## config.mk

```make
export PLATFORM = sky130hd
export DESIGN_NAME = priority_encoder16to4
export DESIGN_NICKNAME = d
export VERILOG_FILES = /design/src/rtl/priority_encoder16to4.sv
export SDC_FILE = /design/constraint.sdc
export NUM_CORES = 1
export LEC_CHECK = 0
export ABC_CLOCK_PERIOD_IN_PS = 6200
export BUFFER_PORTS_ARGS = -buffer_cell sky130_fd_sc_hd__buf_2
export CAP_MARGIN = 20
export CELL_PAD_IN_SITES_DETAIL_PLACEMENT = 2
export CELL_PAD_IN_SITES_GLOBAL_PLACEMENT = 2
export CORE_MARGIN = 8
export CORE_UTILIZATION = 33
export DETAILED_ROUTE_END_ITERATION = 8
export PLACE_DENSITY = 0.9
export SLEW_MARGIN = 20
export SYNTH_ARGS = -nofsm -noshare
export SYNTH_HDL_FRONTEND = slang
export SYNTH_SLANG_ARGS = --single-unit
```

## constraint.sdc

```tcl
create_clock -name clk -period 6.2 [get_ports clk]
set_input_delay 1.86 -clock clk [delete_from_list [all_inputs] [get_ports clk]]
set_output_delay 1.86 -clock clk [all_outputs]
set_load 0.005 [all_outputs]
```

## src/rtl/priority_encoder16to4.sv

```systemverilog
// Serializing 16-to-4 priority encoder: each accepted vector is emitted as one beat per set bit, MSB first.
// Optional build macro ENC_COUNT_EN adds a count[4:0] output of beats remaining including the current one.
module priority_encoder16to4 (
  input  logic        clk,
  input  logic        rst,
  input  logic        en,
  input  logic [15:0] in,
  output logic        in_ready,
  output logic [3:0]  D,
  output logic        out_valid,
  input  logic        out_ready,
  output logic        last,
  output logic        none
`ifdef ENC_COUNT_EN
  ,
  output logic [4:0]  count
`endif
);

  typedef enum logic {IDLE = 1'b0, EMIT = 1'b1} state_t;

  state_t      state_q, state_d;
  logic [15:0] pend_q, pend_d;
  logic        zflag_q, zflag_d;

  logic [3:0]  top_idx;
  logic        one_hot;
  logic        accept;
  logic        fire;
  logic        valid_int;
  logic        last_int;

  always_comb begin
    top_idx = 4'd0;
    for (int i = 0; i < 16; i++) begin
      if (pend_q[i]) top_idx = 4'(i);
    end
  end

  assign one_hot   = (pend_q != 16'd0) && ((pend_q & (pend_q - 16'd1)) == 16'd0);
  assign valid_int = (state_q == EMIT);
  assign last_int  = valid_int && (zflag_q || one_hot);
  assign fire      = valid_int && out_ready;
  assign accept    = en && (!valid_int || (out_ready && last_int));

  // Outputs are forced to their idle values while reset is held, since reset is only sampled on an edge.
  assign out_valid = valid_int && !rst;
  assign in_ready  = rst || !valid_int || (out_ready && last_int);
  assign D         = (rst || zflag_q) ? 4'd0 : top_idx;
  assign last      = last_int && !rst;
  assign none      = zflag_q && !rst;

`ifdef ENC_COUNT_EN
  logic [4:0] pop;

  always_comb begin
    pop = 5'd0;
    for (int i = 0; i < 16; i++) begin
      pop = pop + {4'd0, pend_q[i]};
    end
  end

  assign count = (rst || !valid_int) ? 5'd0 : (zflag_q ? 5'd1 : pop);
`endif

  always_comb begin
    pend_d  = pend_q;
    zflag_d = zflag_q;
    if (fire) begin
      if (last_int) begin
        pend_d  = 16'd0;
        zflag_d = 1'b0;
      end else begin
        pend_d[top_idx] = 1'b0;
      end
    end
    if (accept) begin
      pend_d  = in;
      zflag_d = (in == 16'd0);
    end
    state_d = ((pend_d != 16'd0) || zflag_d) ? EMIT : IDLE;
  end

  always_ff @(posedge clk) begin
    if (rst) begin
      state_q <= IDLE;
      pend_q  <= 16'd0;
      zflag_q <= 1'b0;
    end else begin
      state_q <= state_d;
      pend_q  <= pend_d;
      zflag_q <= zflag_d;
    end
  end

endmodule

```

==> run summary <==
=======================================================================================
Result of the run ........................................................ finished, final reports clean
Final design utilization .................................................        37.3%
ANT nets after route .....................................................            0
Sequential share of the synthesized area .................................        23.4%
Ranking of synthesized cells by area ..................................... sky130_fd_sc_hd__dfxtp_1, sky130_fd_sc_hd__nand2_1, sky130_fd_sc_hd__nor2_1, sky130_fd_sc_hd__a21oi_1, sky130_fd_sc_hd__nor4_1
Highest Clock Rate .......................................................    0.223 GHz
CP max stage cell ........................................................ sky130_fd_sc_hd__buf_2
Standard-cell rows .......................................................           25
Clock latency at the later pin of the worst-skew pair ....................       250 ps
Crit path max fanout .....................................................           23
Slew headroom ............................................................        53.9%
Category of the worst setup path capture point ...........................   output pin
Starting utilization of the core area ....................................        33.3%
Hold path cells ..........................................................            2
FF-to-FF setup slack .....................................................      2800 ps
Count of max-cap constraint violations ...................................            0
Design internal power ....................................................     0.320 mW
Worst EP required ........................................................      4340 ps
Post-CTS repair timing setup buffer count ................................            0
Hold slack final .........................................................       648 ps
Net total in the final layout ............................................          251
Number of max-slew violations in the final report ........................            0
Vias post-DR .............................................................         1810
Leftover overflow at the end of global routing ...........................            0
Routed WL ................................................................      6240 um
Area leader, netlist ..................................................... sky130_fd_sc_hd__dfxtp_1
Critical path launch point ...............................................          rst
RR Endpoint ..............................................................      state_q
Path type of the worst min-delay path ....................................   reg -> reg
Leakage component of the power ...........................................     0.664 nW
Layout cells sized above 1 ...............................................        19.7%
Number of buffers inserted during clock tree synthesis ...................            3
Average cell area after synthesis ........................................    7.21 um^2
Async set-or-reset flop fraction in the synthesized netlist ..............           0%
Gate family responsible for the most delay along the worst path .......... buffers and inverters
Clk network pwr share ....................................................        13.3%
Switching power total ....................................................     0.295 mW
Buffer depth of the longest clock path ...................................            2
Source of the worst register-to-register timing path .....................    pend_q[6]
Min-Delay Startpoint .....................................................   pend_q[15]
Synth warnings ...........................................................            0
Worst Max-Slew Pin Slew ..................................................       686 ps
Hold Fails Final Rpt .....................................................            0
Clock-pin slew on the worst setup and hold paths .........................        70 ps
Synth Instances ..........................................................          214
DIE HEIGHT ...............................................................      84.4 um
Count of cell types in the netlist .......................................           49
Number of violations reported at the end of detailed-routing iteration 0 .          169
TritonCTS clock tree .....................................................        built
Overall Global Routing Usage .............................................        17.7%
Hold path endpoint .......................................................   pend_q[15]
Dominant cell type by count on the critical path ......................... sky130_fd_sc_hd__buf_2
Area grow syn2layout .....................................................        11.9%
Count of placed standard cells including taps ............................          280
Non-filler instance count after layout ...................................          283
Cell breakdown of the critical path ...................................... buf_2 -> nor2b_1 -> and2_1 -> buf_2
Count of input and output buffers ........................................           27
Comb power frac ..........................................................        58.0%
Depth of the most critical reg-to-reg path ...............................            8
Setup clock skew after layout ............................................      4.95 ps
Via count of the first global-routing pass ...............................         1983
First-pass GRT wire length ...............................................     10300 um
Floorplan core area ...................................................... 0.00463 mm^2
Ratio of total power to cell area ........................................  356 mW/mm^2
HPWL Detailed ............................................................      4840 um
Die Area ................................................................. 0.00712 mm^2
Net switching fraction of the power ......................................        48.0%
Die Span X ...............................................................      84.4 um
Final critical-path required period ......................................      4490 ps
Final worst path period share ............................................        72.4%
CP Launch Type ........................................................... primary input
Critical Setup Path Class ................................................    in -> out
Main flop type after synthesis ........................................... sky130_fd_sc_hd__dfxtp_1
Number of nets produced by synthesis .....................................          234
Slowest Stage Delay on Critical Path .....................................       360 ps
Post-route setup TNS .....................................................         0 ps
Number of setup violations in the final report ...........................            0
Design Power .............................................................     0.614 mW
DRT Pass-1 Iters .........................................................            4
Routability Congestion ...................................................        0.858
Vias per cell ............................................................         6.40
Area of the mapped netlist ............................................... 0.00154 mm^2
Clock net sink count .....................................................           18
Unrepaired setup endpoints after global routing ..........................           no
Count of antenna diodes in the layout ....................................            0
Fraction of post-synthesis cell area in the top cell type by area ........        23.4%
Root Driver .............................................................. sky130_fd_sc_hd__clkbuf_8
Filler Cells Inserted ....................................................          562
Cts hold-fix bufs ........................................................            0
Placed standard-cell area ................................................ 0.00169 mm^2
I/O pin total ............................................................           28
Post-layout instance area ................................................ 0.00173 mm^2
FF+latch count, synth ....................................................           18
Crit path arrival time ...................................................      2630 ps
Post-route worst setup slack .............................................      1710 ps
Pre-CTS setup slack ......................................................      1710 ps
Number of gates given a new drive strength after cts .....................            0
Number of antenna violations at the first check in global routing ........            0
Maximum ir drop on the vdd rail ..........................................   0.000116 V
Residual DRC count .......................................................            0
Post-DR wirelength/cell ..................................................      22.0 um
Post-synth EDFFs .........................................................            0
Largest net degree at the start of global routing ........................           24
Share of total power in sequential cells .................................        28.6%
CP Buf/Inv Count .........................................................            2
Number of H-tree branching levels ........................................            1
=======================================================================================
==> logic make-up after synthesis <==
logic type      after synthesis  share of synthesized area (%)
simple gates                 98                           33.1
compound gates               66                           32.0
buf+inv                      24                           6.08
flops                        18                           23.4
mux                           5                           3.49
fa+ha+maj                     3                           1.95
==> registers in the layout, indices dropped and copies added, names as in the netlist <==
name and cells:
zflag_q 1, pend_q 16, state_q 1
==> synth_stat cells, types with 2 or more instances <==
cell type and count:
sky130_fd_sc_hd__nor4b_2 2, sky130_fd_sc_hd__a21oi_1 14, sky130_fd_sc_hd__maj3_1 3, sky130_fd_sc_hd__buf_2 3, sky130_fd_sc_hd__dfxtp_1 18, sky130_fd_sc_hd__or4_1 3, sky130_fd_sc_hd__nand2b_1 2, sky130_fd_sc_hd__nand2_1 27
sky130_fd_sc_hd__o211a_1 4, sky130_fd_sc_hd__nor4_1 11, sky130_fd_sc_hd__nor2_1 25, sky130_fd_sc_hd__o21ai_0 13, sky130_fd_sc_hd__a41oi_1 2, sky130_fd_sc_hd__a21o_1 2, sky130_fd_sc_hd__nand3_1 4, sky130_fd_sc_hd__inv_1 9
sky130_fd_sc_hd__and2_1 3, sky130_fd_sc_hd__a22oi_1 2, sky130_fd_sc_hd__mux2i_1 2, sky130_fd_sc_hd__or4_4 2, sky130_fd_sc_hd__nor2b_1 6, sky130_fd_sc_hd__a31oi_1 3, sky130_fd_sc_hd__o41a_1 2, sky130_fd_sc_hd__mux2_2 3
sky130_fd_sc_hd__clkbuf_1 12, sky130_fd_sc_hd__o31a_1 2, sky130_fd_sc_hd__o211ai_1 2, sky130_fd_sc_hd__a31o_2 3, sky130_fd_sc_hd__or2_2 2, sky130_fd_sc_hd__nor3_1 7, sky130_fd_sc_hd__o22ai_1 3
==> worst max path at each step <==
stage / depth (start not counted) / end
5_1_grt: 7 / in_ready
2_1_floorplan: 2 / D[2]
4_1_cts: 7 / in_ready
3_5_place_dp: 4 / last
3_3_place_gp: 4 / last
6_report: 4 / last
==> placed cells by master (no fill, tap or decap), drive strengths merged, types with 2 or more instances in the layout <==
master	Yosys	final
a31o	4	4
a21oi	14	14
o211a	4	4
a31oi	4	4
clkbuf	12	3
nand2b	2	2
nand3	4	4
buf	3	27
inv	9	9
nor4	12	12
nor2b	6	6
a22oi	2	2
o21ai	14	14
nor4b	2	2
o31a	2	2
o22ai	3	3
dfxtp	18	18
a41oi	2	2
mux2i	2	2
mux2	3	3
nor2	25	25
nor3	7	7
o41a	2	2
a21o	2	2
or2	2	2
o211ai	2	2
or4	5	5
and2	4	4
nand2	27	27
maj3	3	3
==> power by group through the flow <==
| stage | clock [mW] | combinational [mW] | sequential (mW) |
|---|---|---|---|
| final | 0.0819 | 0.357 | 0.176 |
| after global routing | 0.0886 | 0.383 | 0.180 |
| after floorplan | 0 | 0.271 | 0.151 |
| after global placement | 0 | 0.334 | 0.174 |
| after CTS | 0.0823 | 0.354 | 0.174 |
| after detailed placement | 0 | 0.349 | 0.176 |
==> layout make-up <==
type / instances / area, um^2 / share of cell area (%)
tap: 54 / 67.6 / 3.91
inverter: 9 / 33.8 / 1.96
sequential: 18 / 360 / 20.9
timing repair buffer: 27 / 135 / 7.83
clock buffer: 3 / 41.3 / 2.39
multi-input combinational: 172 / 1090 / 63.0
==> metal layers <==
layer  GRT usage, %  vias up  share of wire (%)
li1               -      838                  -
met1           19.8      900                 41
met2           33.1       60                 53
met3           1.66       12                4.3
met4           7.28        0                2.4
met5              0        -                  0
==> worst register-to-register path, delay by kind of cell (launching register included) <==
family | cells | cell delay, ps
flops | 1 | 380
simple gates | 3 | 1170
compound gates | 5 | 1710
No activity file was read; power rests on OpenSTA's default activity.
